==> config.mk <==
export PLATFORM = sky130hd
export DESIGN_NAME = checksum_arbiter
export DESIGN_NICKNAME = d
export VERILOG_FILES = /design/src/rtl/checksum_arbiter.sv
export SDC_FILE = /design/constraint.sdc
export NUM_CORES = 1
export LEC_CHECK = 0
export CAP_MARGIN = 0
export CORE_MARGIN = 8
export CORE_UTILIZATION = 30
export DETAILED_ROUTE_END_ITERATION = 8
export PLACE_DENSITY = 0.61
export SLEW_MARGIN = 20
export SYNTH_ARGS = -nofsm -noshare
export SYNTH_HDL_FRONTEND = slang
export SYNTH_SLANG_ARGS = --single-unit
==> constraint.sdc <==
create_clock -name i_clk -period 4.8 [get_ports i_clk]
set_clock_uncertainty 0.15 [all_clocks]
set_input_delay 0.96 -clock i_clk [delete_from_list [all_inputs] [get_ports i_clk]]
set_output_delay 0.96 -clock i_clk [all_outputs]
set_load 0.03 [all_outputs]
==> src/rtl/checksum_arbiter.sv <==
`default_nettype none
// ============================================================================
//  Module      : checksum_calc / checksum_arbiter
//  Description : Round-robin scheduler that shares one 16-bit one's-complement
//                checksum accumulator between NUM_REQ packet-building
//                requesters and returns the tagged result over valid/ready.
//  Ports (checksum_arbiter):
//    i_clk, i_rst          clock, synchronous active-high reset
//    i_req  / o_gnt        per-requester request, one-hot grant
//    i_data / i_valid /    per-requester 32-bit word stream (slice k belongs
//    i_last / o_ready      to requester k); only the granted o_ready can rise
//    o_csum / o_csum_id /  result, owning requester index, result valid,
//    o_csum_valid /        and sink accept
//    i_csum_ready
//    o_busy                high whenever the scheduler is not idle
//  Revision    : 1.0 - initial release
// ============================================================================

// ----------------------------------------------------------------------------
// checksum_calc: accumulates (word[31:16] + word[15:0]) mod 2^32 per enabled
// beat and presents the folded, inverted 16-bit checksum of the running sum.
// ----------------------------------------------------------------------------
module checksum_calc (
  input  logic        i_clk,
  input  logic        i_rst,
  input  logic        i_clear,
  input  logic        i_enable,
  input  logic [31:0] i_data,
  output logic [15:0] o_checksum
);

  logic [31:0] sum_q;
  logic [31:0] sum_d;
  logic [15:0] w_fold;

  always_comb begin
    sum_d = sum_q;
    if (i_clear) begin
      sum_d = '0;
    end else if (i_enable) begin
      sum_d = sum_q + {16'h0000, i_data[31:16]} + {16'h0000, i_data[15:0]};
    end
  end

  always_ff @(posedge i_clk) begin
    if (i_rst) begin
      sum_q <= '0;
    end else begin
      sum_q <= sum_d;
    end
  end

  // Single fold only: a carry out of this add is deliberately discarded.
  assign w_fold     = sum_q[15:0] + sum_q[31:16];
  assign o_checksum = ~w_fold;

endmodule

// ----------------------------------------------------------------------------
// checksum_arbiter: top level
// ----------------------------------------------------------------------------
module checksum_arbiter #(
  parameter int NUM_REQ = 2,
  parameter int ID_W    = $clog2(NUM_REQ)
) (
  input  logic                 i_clk,
  input  logic                 i_rst,
  input  logic [NUM_REQ-1:0]   i_req,
  output logic [NUM_REQ-1:0]   o_gnt,
  input  logic [NUM_REQ*32-1:0] i_data,
  input  logic [NUM_REQ-1:0]   i_valid,
  input  logic [NUM_REQ-1:0]   i_last,
  output logic [NUM_REQ-1:0]   o_ready,
  output logic [15:0]          o_csum,
  output logic [ID_W-1:0]      o_csum_id,
  output logic                 o_csum_valid,
  input  logic                 i_csum_ready,
  output logic                 o_busy
);

  typedef enum logic [2:0] {
    S_IDLE   = 3'd0,
    S_CLEAR  = 3'd1,
    S_FEED   = 3'd2,
    S_SETTLE = 3'd3,
    S_DONE   = 3'd4
  } state_t;

  localparam logic [ID_W:0]      c_NUM_REQ = (ID_W+1)'(NUM_REQ);
  localparam logic [ID_W-1:0]    c_LAST_ID = ID_W'(NUM_REQ - 1);
  localparam logic [NUM_REQ-1:0] c_ONE     = {{(NUM_REQ-1){1'b0}}, 1'b1};

  state_t            state_q;
  logic [ID_W-1:0]   gnt_id_q;
  logic [ID_W-1:0]   rr_ptr_q;

  logic [31:0]       w_words [NUM_REQ];
  logic [ID_W:0]     w_idx;
  logic [ID_W-1:0]   w_sel;
  logic [ID_W-1:0]   w_rr_next;
  logic              w_clear;
  logic              w_enable;
  logic              w_last_beat;
  logic [15:0]       w_checksum;

  generate
    for (genvar k = 0; k < NUM_REQ; k++) begin : g_unpack
      assign w_words[k] = i_data[32*k +: 32];
    end
  endgenerate

  // Round-robin pick: scan from the highest offset down so the last hit
  // written is the first set bit at or after rr_ptr (with wrap-around).
  always_comb begin
    w_sel = rr_ptr_q;
    w_idx = '0;
    for (int i = NUM_REQ - 1; i >= 0; i--) begin
      w_idx = {1'b0, rr_ptr_q} + (ID_W+1)'(i);
      if (w_idx >= c_NUM_REQ) begin
        w_idx = w_idx - c_NUM_REQ;
      end
      if (i_req[w_idx[ID_W-1:0]]) begin
        w_sel = w_idx[ID_W-1:0];
      end
    end
  end

  assign w_rr_next   = (gnt_id_q == c_LAST_ID) ? '0 : gnt_id_q + ID_W'(1);
  assign w_clear     = (state_q == S_CLEAR);
  assign w_enable    = (state_q == S_FEED) && i_valid[gnt_id_q];
  assign w_last_beat = w_enable && i_last[gnt_id_q];

  // Ready depends only on state and grant index, never on i_valid.
  always_comb begin
    o_ready = '0;
    if (state_q == S_FEED) begin
      o_ready[gnt_id_q] = 1'b1;
    end
  end

  checksum_calc u_calc (
    .i_clk      (i_clk),
    .i_rst      (i_rst),
    .i_clear    (w_clear),
    .i_enable   (w_enable),
    .i_data     (w_words[gnt_id_q]),
    .o_checksum (w_checksum)
  );

  always_ff @(posedge i_clk) begin
    if (i_rst) begin
      state_q      <= S_IDLE;
      gnt_id_q     <= '0;
      rr_ptr_q     <= '0;
      o_gnt        <= '0;
      o_csum       <= '0;
      o_csum_id    <= '0;
      o_csum_valid <= 1'b0;
      o_busy       <= 1'b0;
    end else begin
      unique case (state_q)
        S_IDLE: begin
          if (|i_req) begin
            gnt_id_q <= w_sel;
            o_gnt    <= c_ONE << w_sel;
            o_busy   <= 1'b1;
            state_q  <= S_CLEAR;
          end
        end
        S_CLEAR: begin
          state_q <= S_FEED;
        end
        S_FEED: begin
          if (w_last_beat) begin
            state_q <= S_SETTLE;
          end
        end
        S_SETTLE: begin
          // Final beat has landed in the accumulator by now.
          o_csum       <= w_checksum;
          o_csum_id    <= gnt_id_q;
          o_csum_valid <= 1'b1;
          state_q      <= S_DONE;
        end
        S_DONE: begin
          if (i_csum_ready) begin
            rr_ptr_q     <= w_rr_next;
            o_gnt        <= '0;
            o_csum_valid <= 1'b0;
            o_busy       <= 1'b0;
            state_q      <= S_IDLE;
          end
        end
        default: begin
          state_q <= S_IDLE;
        end
      endcase
    end
  end

endmodule
`default_nettype wire
==> results.toml <==
[drt]
ant_nets = 0
via_count = 3978
via_per_inst = 5.13
post-route-drc-count = 0
wirelength_mm = 11.9
wl_per_cell_um = 15.4
first_pass_iters = 4
drtIter0Drc = 240

[placed_design]
dp_hpwl_mm = 9.65
dp_cells = 762
portBuffers = 95
routabilityCongestion = 0.841
post-place-ws_ns = 0.0698

[global_route]
grt_pass1_vias = 4128
antenna_found_initial = 0
grt_max_degree = 32
grt-ovfl-total = 0
grt_pass1_wl_mm = 19.6
gr-usage-all-layers_pct = 13.1

[worst_setup_path]
r2r_slack_ns = 0.71
rr_startpoint = "gnt_id_q$_SDFFE_PP0P_"
crit_arrival_ns = 4.51
crit_path_end_kind = "flip-flop"
r2r_cells = 13
required_ns = 4.90
r2r_end = "u_calc.sum_q[31]$_SDFFE_PP0P_"
worstSetupStartpointType = "input port"
crit_type = "input port to flip-flop"
crit_fanout = 11

[min_path]
min_to = "o_busy$_SDFFE_PP0P_"
hold_class = "flip-flop to flip-flop"
holdPathStages = 2
min_from = "o_busy$_SDFFE_PP0P_"

[timing]
fmax_mhz = 226
hold_viol = 0
finalCritPeriodShare_pct = 92.0
relSlewSlack_pct = 35.8
setup_viol_count_final = 0
rsz0062_at_grt = "false"
worst_pin_slew_ns = 0.963
fin_crit_ns = 4.42
setup_tns_ns = 0
fin_ws_ns = 0.382
drv_slew = 0

[final_layout]
num_antenna_cells = 0
fin_cells = 776
area_growth_pct = 32.5
drive_gt1_share_pct = 9.46
nNetsFinal = 711

[floorplanning]
coreArea_mm2 = 0.0144
dieArea_mm2 = 0.0187
start_util_pct = 30.4
rows = 44
die_w_um = 137
ios = 96
dieHeight_um = 137

[clock_network]
cts_resized = 0
cts_setup_buffers = 0
cts.sinks = 58
cts_inserted_buffers = 9
cts_tree = "built"
root_buffer = "clkbuf_16"
cts_max_path_buffers = 2
clock_latency_ns = 0.32
cts_hold_buf = 0
h-tree-depth = 3
clkTransAtPathRegs_ns = 0.05

[job]
max-cap-violations = 0

[synth]
synth_area_leaders = "dfxtp_1 27%, ha_1 8.9%, fa_1 8.3%"
synth_edf_count = 0
yosys-top-cells-count = "58 x dfxtp_1, 47 x nor2_1, 46 x nand2_1, 40 x a21oi_1, 33 x o21ai_0"
synth_ff_type = "dfxtp_1"
syn_nets = 620
synth_top_cell_by_area = "dfxtp_1"
synth-async-reset-ratio_pct = 0
syn_area_mm2 = 0.00437
synth_seq_cells = 58
avgSynthCellArea_um2 = 8.77
synth_warnings = 0
ys_types = 54
yosysTopAreaCellShare_pct = 26.6
netlist_instances = 498
synth_seq_area_share_pct = 26.6
yosysMostFrequentCell = "dfxtp_1"

[power]
p_per_area_mw_per_mm2 = 318
ir_drop_uv = 196
leakage_uw = 0.00222

[status]
status = "complete, no violations"
-- layer usage --
metal	up-vias	wire length, µm	GRT usage (%)
met5	-	0	0
met4	0	178	4.64
met3	14	632	2.97
met2	93	5680	22.0
met1	1867	5420	16.0
li1	2004	-	-
-- logic make-up (layout without fill, tap and decap cells) --
group	count (synthesis)	count (layout)	synth area share, %
simple gates	153	153	17.2
compound gates	138	138	20.1
flops	58	58	26.6
fa+ha+maj	49	49	17.1
mux	39	39	9.83
buf+inv	31	125	3.15
xor+xnor	30	30	6.02
-- worst max-delay path by stage --
stage	from	end	slack [ns]	depth (start not counted)
floorplan	gnt_id_q$_SDFFE_PP0P_	u_calc.sum_q[17]$_SDFFE_PP0P_	0.75	13
global placement	i_data[33]	u_calc.sum_q[31]$_SDFFE_PP0P_	0.14	13
detailed placement	i_data[33]	u_calc.sum_q[31]$_SDFFE_PP0P_	0.07	13
CTS	i_data[33]	u_calc.sum_q[31]$_SDFFE_PP0P_	0.39	13
global route	i_data[33]	u_calc.sum_q[31]$_SDFFE_PP0P_	0.07	13
finish	i_data[33]	u_calc.sum_q[31]$_SDFFE_PP0P_	0.38	13
-- through the flow --
stage          hold WS [ns]  total power (µW)  area [µm²]  util (%)
2_1_floorplan         0.302              1010        4370         -
3_3_place_gp          0.292              1210        5490      38.2
3_5_place_dp          0.296              1220        5490      38.2
4_1_cts               0.302              1860        5790      40.3
5_1_grt               0.336              1970        5790      40.3
6_report              0.299              1840        5790      40.3
-- cell usage in the layout (no fill, tap or decap), types with 8 or more instances in the layout --
cell | Yosys | final
and3_1 | 8 | 8
clkbuf_16 | 0 | 9
a211oi_1 | 21 | 21
ha_1 | 31 | 31
xnor2_1 | 16 | 16
dfxtp_1 | 58 | 58
inv_1 | 10 | 10
nor2_1 | 47 | 47
clkdlybuf4s50_1 | 0 | 95
fa_1 | 18 | 18
nand2_1 | 46 | 46
mux2_2 | 31 | 31
mux2i_1 | 8 | 8
a21oi_1 | 40 | 40
xor2_1 | 14 | 14
nor3_1 | 10 | 10
o21ai_0 | 33 | 33
-- worst max-delay path, cell delays in order --
cell	delay (ns)
clkdlybuf4s50_1	0.39
mux2_2	0.28
fa_1	0.52
ha_1	0.19
fa_1	0.22
a21oi_1	0.09
o21ai_0	0.28
a2111oi_0	0.16
buf_4	0.16
o21ai_0	0.26
nand2_1	0.29
or4_1	0.57
a21oi_1	0.15
-- registers in the layout (all words and copies together), names as in the netlist --
signal / flops
o_csum: 16
o_busy: 1
rr_ptr_q: 1
o_csum_id: 1
o_csum_valid: 1
u_calc.sum_q: 32
gnt_id_q: 1
o_gnt: 2
state_q: 3
-- report_power, final --
part	internal [µW]	switching, µW	leakage [µW]
combinational	307	357	0.00160
clock	421	209	0.000147
sequential	513	32.5	0.000470
total	1240	599	0.00222
-- layout make-up --
cell class	instances	area (µm²)
clock buffer	11	253
clock inverter	3	40.0
fill	1419	8580
inverter	10	37.5
multi-input combinational	409	3070
sequential	58	1160
tap	184	230
timing repair buffer	101	996
Power figures use the tool's default switching activity.
